==> src/rtl/acq_sequencer_if.sv <==
// Acquisition sequencer bus: SPI command, trigger config, front-end and readout handshake.
// master drives commands/config; slave is the sequencer itself.
interface acq_sequencer_if;
  logic [1:0]  instruction;
  logic [1:0]  mode;
  logic [7:0]  trigger_channel_mask;
  logic [7:0]  disc_polarity;
  logic [7:0]  disc_in;
  logic [5:0]  trigger_delay;
  logic        slow_mode;
  logic        pll_switch;
  logic        pll_locked;
  logic        readout_done;
  logic        sample_en;
  logic        trig_out;
  logic        readout_start;
  logic        busy;
  logic [1:0]  state;
  logic [7:0]  hit_mask;
  logic [15:0] event_count;
  logic        pll_err;

  modport master (
    output instruction, mode, trigger_channel_mask,
    output disc_polarity, disc_in, trigger_delay,
    output slow_mode, pll_switch, pll_locked,
    output readout_done,
    input  sample_en, trig_out, readout_start, busy,
    input  state, hit_mask, event_count, pll_err
  );

  modport slave (
    input  instruction, mode, trigger_channel_mask,
    input  disc_polarity, disc_in, trigger_delay,
    input  slow_mode, pll_switch, pll_locked,
    input  readout_done,
    output sample_en, trig_out, readout_start, busy,
    output state, hit_mask, event_count, pll_err
  );
endinterface

==> src/rtl/acq_sequencer.sv <==
// Acquisition sequencer: arms on START, triggers on discriminator hit
// or SOFT_TRIG, waits a programmable delay, then hands off to readout.
module acq_sequencer (
  input  logic clk,
  input  logic rst,
  acq_sequencer_if.slave bus
);

  typedef enum logic [1:0] {
    S_IDLE    = 2'b00,
    S_ARMED   = 2'b01,
    S_DELAY   = 2'b10,
    S_READOUT = 2'b11
  } state_t;

  localparam logic [1:0] I_START = 2'd1;
  localparam logic [1:0] I_SOFT  = 2'd2;
  localparam logic [1:0] I_STOP  = 2'd3;

  state_t      state_q;
  state_t      state_n;
  logic [1:0]  ins_s1;
  logic [1:0]  ins_s2;
  logic [1:0]  ins_prev;
  logic [7:0]  dly_cnt;
  logic        stop_pend;
  logic        sample_en_q;
  logic        trig_q;
  logic        rs_q;
  logic        busy_q;
  logic [7:0]  hit_mask_q;
  logic [15:0] evt_q;
  logic        pll_err_q;

  logic        cmd_vld;
  logic        is_start;
  logic        is_soft;
  logic        is_stop;
  logic [7:0]  hit_vec;
  logic        hit;
  logic        pll_bad;
  logic [7:0]  dly_load;

  logic        trig_n;
  logic        rs_n;
  logic        done_ev;
  logic        start_ok;
  logic        start_bad;

  // A command fires once, on the cycle the synced code first changes.
  assign cmd_vld  = (ins_s2 != ins_prev) && (ins_s2 != 2'd0);
  assign is_start = cmd_vld && (ins_s2 == I_START);
  assign is_soft  = cmd_vld && (ins_s2 == I_SOFT);
  assign is_stop  = cmd_vld && (ins_s2 == I_STOP);

  assign hit_vec = (bus.disc_in ^ bus.disc_polarity)
                 & bus.trigger_channel_mask
                 & {8{~bus.mode[1]}};
  assign hit     = |hit_vec;
  assign pll_bad = bus.pll_switch && !bus.pll_locked;

  // Counter holds cycles-minus-one; slow ticks are 4 clocks each.
  assign dly_load = bus.slow_mode ? {bus.trigger_delay, 2'b11}
                                  : {2'b00, bus.trigger_delay};

  always_ff @(posedge clk) begin
    if (rst) begin
      state_q <= S_IDLE;
    end else begin
      state_q <= state_n;
    end
  end

  always_comb begin
    state_n = state_q;
    unique case (state_q)
      S_IDLE: begin
        if (is_start && !pll_bad) state_n = S_ARMED;
      end
      S_ARMED: begin
        if (is_stop)                state_n = S_IDLE;
        else if (hit || is_soft)    state_n = S_DELAY;
      end
      S_DELAY: begin
        if (is_stop)                state_n = S_IDLE;
        else if (dly_cnt == 8'd0)   state_n = S_READOUT;
      end
      S_READOUT: begin
        if (bus.readout_done) begin
          if (bus.mode == 2'd1 && !stop_pend && !is_stop)
            state_n = S_ARMED;
          else
            state_n = S_IDLE;
        end
      end
      default: state_n = S_IDLE;
    endcase
  end

  always_comb begin
    trig_n    = 1'b0;
    rs_n      = 1'b0;
    done_ev   = 1'b0;
    start_ok  = 1'b0;
    start_bad = 1'b0;
    unique case (state_q)
      S_IDLE: begin
        start_ok  = is_start && !pll_bad;
        start_bad = is_start && pll_bad;
      end
      S_ARMED:   trig_n  = (state_n == S_DELAY);
      S_DELAY:   rs_n    = (state_n == S_READOUT);
      S_READOUT: done_ev = bus.readout_done;
      default: ;
    endcase
  end

  always_ff @(posedge clk) begin
    if (rst) begin
      ins_s1      <= 2'd0;
      ins_s2      <= 2'd0;
      ins_prev    <= 2'd0;
      dly_cnt     <= 8'd0;
      stop_pend   <= 1'b0;
      sample_en_q <= 1'b0;
      trig_q      <= 1'b0;
      rs_q        <= 1'b0;
      busy_q      <= 1'b0;
      hit_mask_q  <= 8'h00;
      evt_q       <= 16'h0000;
      pll_err_q   <= 1'b0;
    end else begin
      ins_s1      <= bus.instruction;
      ins_s2      <= ins_s1;
      ins_prev    <= ins_s2;
      sample_en_q <= (state_n == S_ARMED) || (state_n == S_DELAY);
      busy_q      <= (state_n != S_IDLE);
      trig_q      <= trig_n;
      rs_q        <= rs_n;
      if (trig_n) begin
        hit_mask_q <= hit_vec;
        dly_cnt    <= dly_load;
      end else if (state_q == S_DELAY && dly_cnt != 8'd0) begin
        dly_cnt    <= dly_cnt - 8'd1;
      end
      if (state_n != S_READOUT)
        stop_pend <= 1'b0;
      else if (state_q == S_READOUT && is_stop)
        stop_pend <= 1'b1;
      if (done_ev && evt_q != 16'hFFFF)
        evt_q <= evt_q + 16'd1;
      if (start_bad)
        pll_err_q <= 1'b1;
      else if (start_ok)
        pll_err_q <= 1'b0;
    end
  end

  assign bus.state         = state_q;
  assign bus.sample_en     = sample_en_q;
  assign bus.trig_out      = trig_q;
  assign bus.readout_start = rs_q;
  assign bus.busy          = busy_q;
  assign bus.hit_mask      = hit_mask_q;
  assign bus.event_count   = evt_q;
  assign bus.pll_err       = pll_err_q;

endmodule

==> src/flat_wrapper.sv <==
// flat-port wrapper written by rule: the top's interface ports become plain ports
module acq_sequencer_flat 
  (clk, rst, bus_instruction, bus_mode, bus_trigger_channel_mask, bus_disc_polarity, bus_disc_in, bus_trigger_delay, bus_slow_mode, bus_pll_switch, bus_pll_locked, bus_readout_done, bus_sample_en, bus_trig_out, bus_readout_start, bus_busy, bus_state, bus_hit_mask, bus_event_count, bus_pll_err);
  acq_sequencer_if bus_i ();
  input  logic clk;
  input  logic rst;
  input wire logic [$bits(bus_i.instruction)-1:0] bus_instruction;
  input wire logic [$bits(bus_i.mode)-1:0] bus_mode;
  input wire logic [$bits(bus_i.trigger_channel_mask)-1:0] bus_trigger_channel_mask;
  input wire logic [$bits(bus_i.disc_polarity)-1:0] bus_disc_polarity;
  input wire logic [$bits(bus_i.disc_in)-1:0] bus_disc_in;
  input wire logic [$bits(bus_i.trigger_delay)-1:0] bus_trigger_delay;
  input wire logic [$bits(bus_i.slow_mode)-1:0] bus_slow_mode;
  input wire logic [$bits(bus_i.pll_switch)-1:0] bus_pll_switch;
  input wire logic [$bits(bus_i.pll_locked)-1:0] bus_pll_locked;
  input wire logic [$bits(bus_i.readout_done)-1:0] bus_readout_done;
  output wire logic [$bits(bus_i.sample_en)-1:0] bus_sample_en;
  output wire logic [$bits(bus_i.trig_out)-1:0] bus_trig_out;
  output wire logic [$bits(bus_i.readout_start)-1:0] bus_readout_start;
  output wire logic [$bits(bus_i.busy)-1:0] bus_busy;
  output wire logic [$bits(bus_i.state)-1:0] bus_state;
  output wire logic [$bits(bus_i.hit_mask)-1:0] bus_hit_mask;
  output wire logic [$bits(bus_i.event_count)-1:0] bus_event_count;
  output wire logic [$bits(bus_i.pll_err)-1:0] bus_pll_err;
  assign bus_i.instruction = bus_instruction;
  assign bus_i.mode = bus_mode;
  assign bus_i.trigger_channel_mask = bus_trigger_channel_mask;
  assign bus_i.disc_polarity = bus_disc_polarity;
  assign bus_i.disc_in = bus_disc_in;
  assign bus_i.trigger_delay = bus_trigger_delay;
  assign bus_i.slow_mode = bus_slow_mode;
  assign bus_i.pll_switch = bus_pll_switch;
  assign bus_i.pll_locked = bus_pll_locked;
  assign bus_i.readout_done = bus_readout_done;
  assign bus_sample_en = bus_i.sample_en;
  assign bus_trig_out = bus_i.trig_out;
  assign bus_readout_start = bus_i.readout_start;
  assign bus_busy = bus_i.busy;
  assign bus_state = bus_i.state;
  assign bus_hit_mask = bus_i.hit_mask;
  assign bus_event_count = bus_i.event_count;
  assign bus_pll_err = bus_i.pll_err;
  acq_sequencer u_core (.clk(clk), .rst(rst), .bus(bus_i));
endmodule
==> config.mk <==
export PLATFORM = sky130hd
export DESIGN_NAME = acq_sequencer_flat
export DESIGN_NICKNAME = d
export VERILOG_FILES = /design/src/rtl/acq_sequencer_if.sv /design/src/rtl/acq_sequencer.sv /design/src/flat_wrapper.sv
export SDC_FILE = /design/constraint.sdc
export NUM_CORES = 1
export LEC_CHECK = 0
export BUFFER_PORTS_ARGS = -buffer_cell sky130_fd_sc_hd__buf_2
export CAP_MARGIN = 20
export CORE_UTILIZATION = 45
export DETAILED_ROUTE_END_ITERATION = 8
export PLACE_DENSITY = 0.72
export SKIP_LAST_GASP = 1
export SLEW_MARGIN = 20
export SYNTH_ARGS = -nofsm -noshare
export SYNTH_HDL_FRONTEND = slang
export SYNTH_SLANG_ARGS = --single-unit
==> constraint.sdc <==
create_clock -name clk -period 3 [get_ports clk]
set_input_delay 0.3 -clock clk [delete_from_list [all_inputs] [get_ports clk]]
set_output_delay 0.3 -clock clk [all_outputs]
set_load 0.05 [all_outputs]
==> flow_summary.toml <==
[worst_setup_path]
cp-start-kind = "flop"
required_ns = 3.17
crit_fanout = 17
cp.arrival_ns = 2.83
crit_type = "flop to flop"
crit_path_end_kind = "flop"

[yosys]
synth_area_leaders = "dfxtp_1, xnor2_1, nor2_1"
syn_area_um2 = 2290
ys_ff_latch = 46
seq_area_frac_synth_pct = 40.2
syn_inst = 268
syn_nets = 313
async_flop_share_pct = 0
yosysWarnings = 0
avgSynthCellArea_um2 = 8.55
ys_types = 41
synth.most_common_cell = "dfxtp_1"
synthTopCellsByCount = "dfxtp_1, nor2_1, xnor2_1"
yosys.area.top_type = "dfxtp_1"
ys.flop_type = "dfxtp_1"
synth-edff-count = 0
synth_top_area_share_pct = 40.2

[placement]
place_ws_ns = 0.348
dpl.hpwl_mm = 3.95
gp_congestion = 0.823
portBuffers = 70

[cells_and_area]
area_growth_pct = 23.5
drive_gt1_share_pct = 26.3
nNetsFinal = 383
antenna_cells = 0

[global_routing]
overflow = 0
antenna_found_initial = 0
grt_pass1_wl_mm = 8.72
grt_max_degree = 27
grt_pass1_vias = 1945
track_usage_pct = 21.1

[drt]
drc = 0
postRouteAntennaNets = 0
vias_per_cell = 5.21
dr.pass1.iters = 4
drt-initial-drc-count = 109
num_vias = 2114
wl_per_cell_um = 12.9
wl_mm = 5.25

[sta]
slew-limit-headroom_pct = 63.8
min_period_ns = 2.65
finalCritPeriodShare_pct = 88.5
fin_skew_ns = 0.00634
slew_viol_final = 0
finalSetupViolations = 0
max_freq_ghz = 0.377
hold_viol = 0
rsz0062_at_grt = "false"
setup_tns_ns = 0
worst_slack_ns = 0.346
worstMarginPinSlew_ns = 0.541

[job]
maxCapViolCount = 0

[outcome]
status = "complete, no violations"

[clock_tree]
numCtsBuffers = 5
post_cts_resize_count = 0
cts.hold.buffers_added = 0
htree_levels = 2
clk_latency_ns = 0.31
post-cts-setup-buffers = 0
cts_tree = "yes"
clock-sinks = 46
clock_path_buffers = 2
clkTransAtPathRegs_ns = 0.09
cts-root-buf = "clkbuf_8"

[floorplanning]
start_util_pct = 47.6
std_cell_rows = 25
ios = 71
fp.dieW_um = 73.4
die-area_um2 = 5380
coreArea_um2 = 4820
die_h_um = 73.4

[power_and_ir_drop]
finalPower_uw = 1230
leakage_uw = 0.00110
peakVddDrop_v = 0.000247
p_per_area_nw_per_um2 = 434

[min_path]
hold_path_class = "input port to flop"
-- where the power goes --
part,switching (uW),internal (uW),leakage [uW]
sequential,7.36,619,0.000372
clock,225,250,0.0000585
combinational,72.2,53.4,0.000674
total,304,922,0.00110
-- worst max-delay path: stages (launching register included) --
cell and delay, ns:
dfxtp_1 0.40, inv_1 0.08, ha_1 0.20, nor3b_1 0.17, nand2_1 0.13, o22ai_1 0.09, a211oi_1 0.42, ha_1 0.24
nand2_1 0.32, a211oi_1 0.38, a211oi_2 0.07
-- metal layers --
metal	global-route usage, %	vias up	wire (um)
met2	35.9	56	2540
met3	4.53	9	256
met5	0	-	0
met4	7.48	0	86
met1	26.4	976	2370
li1	-	1073	-
-- cells in the final DEF, fill, tap and decap left out, types with 8 or more instances in the layout --
master    instances
buf_2            70
inv_1            12
nor2_1           28
a211oi_1          9
nor3_1           13
a21oi_1          12
nand2_1          19
dfxtp_1          46
xnor2_1          21
nor2b_1          14
nor3b_1           8
nand3_1          12
-- final cells by class --
class,count,area (um^2)
clock buffers,5,68.8
clock inverters,3,43.8
fillers,460,1990
inverters,13,48.8
multi-input cells,197,1270
flip-flops and latches,46,921
well taps,67,83.8
repair buffers,75,388
-- through the flow --
stage               cells  hold WS, ns  utilization [%]  cell area [um^2]
finish                406        0.206             58.7              2830
global route          406        0.214             58.7              2830
CTS                   406        0.212             58.7              2830
detailed placement    398        0.432             56.4              2720
global placement      398        0.434             56.4              2720
floorplan             268        0.414                -              2290
-- registers in the layout, summed over array words and instances (netlist names), 2 cells and up --
name	flops
u_core.bus.state	2
u_core.ins_s1	2
u_core.bus.hit_mask	8
u_core.ins_prev	2
u_core.bus.event_count	16
u_core.ins_s2	2
u_core.dly_cnt	8
-- kinds of logic (layout without fill, tap and decap cells) --
logic type | after synthesis | in the layout | share of synthesized area (%)
xor+xnor | 23 | 23 | 8.79
fa+ha+maj | 5 | 5 | 2.73
mux | 7 | 7 | 3.11
compound gates | 38 | 38 | 12.0
buf+inv | 25 | 96 | 4.15
flops | 46 | 46 | 40.2
simple gates | 124 | 124 | 29.0
-- worst paths after layout --
check	cells after the start	to	startpoint	slack, ns
hold / removal	2	u_core.ins_s1[1]$_SDFF_PP0_	bus_instruction[1]	0.21
setup / recovery	10	u_core.dly_cnt[5]$_SDFFE_PP0P_	u_core.dly_cnt[1]$_SDFFE_PP0P_	0.35
hold reg to reg	2	u_core.bus.hit_mask[5]$_SDFFE_PP0P_	u_core.bus.hit_mask[5]$_SDFFE_PP0P_	0.46
setup reg to reg	10	u_core.dly_cnt[5]$_SDFFE_PP0P_	u_core.dly_cnt[1]$_SDFFE_PP0P_	0.35
No activity file was read; power rests on OpenSTA's default activity.
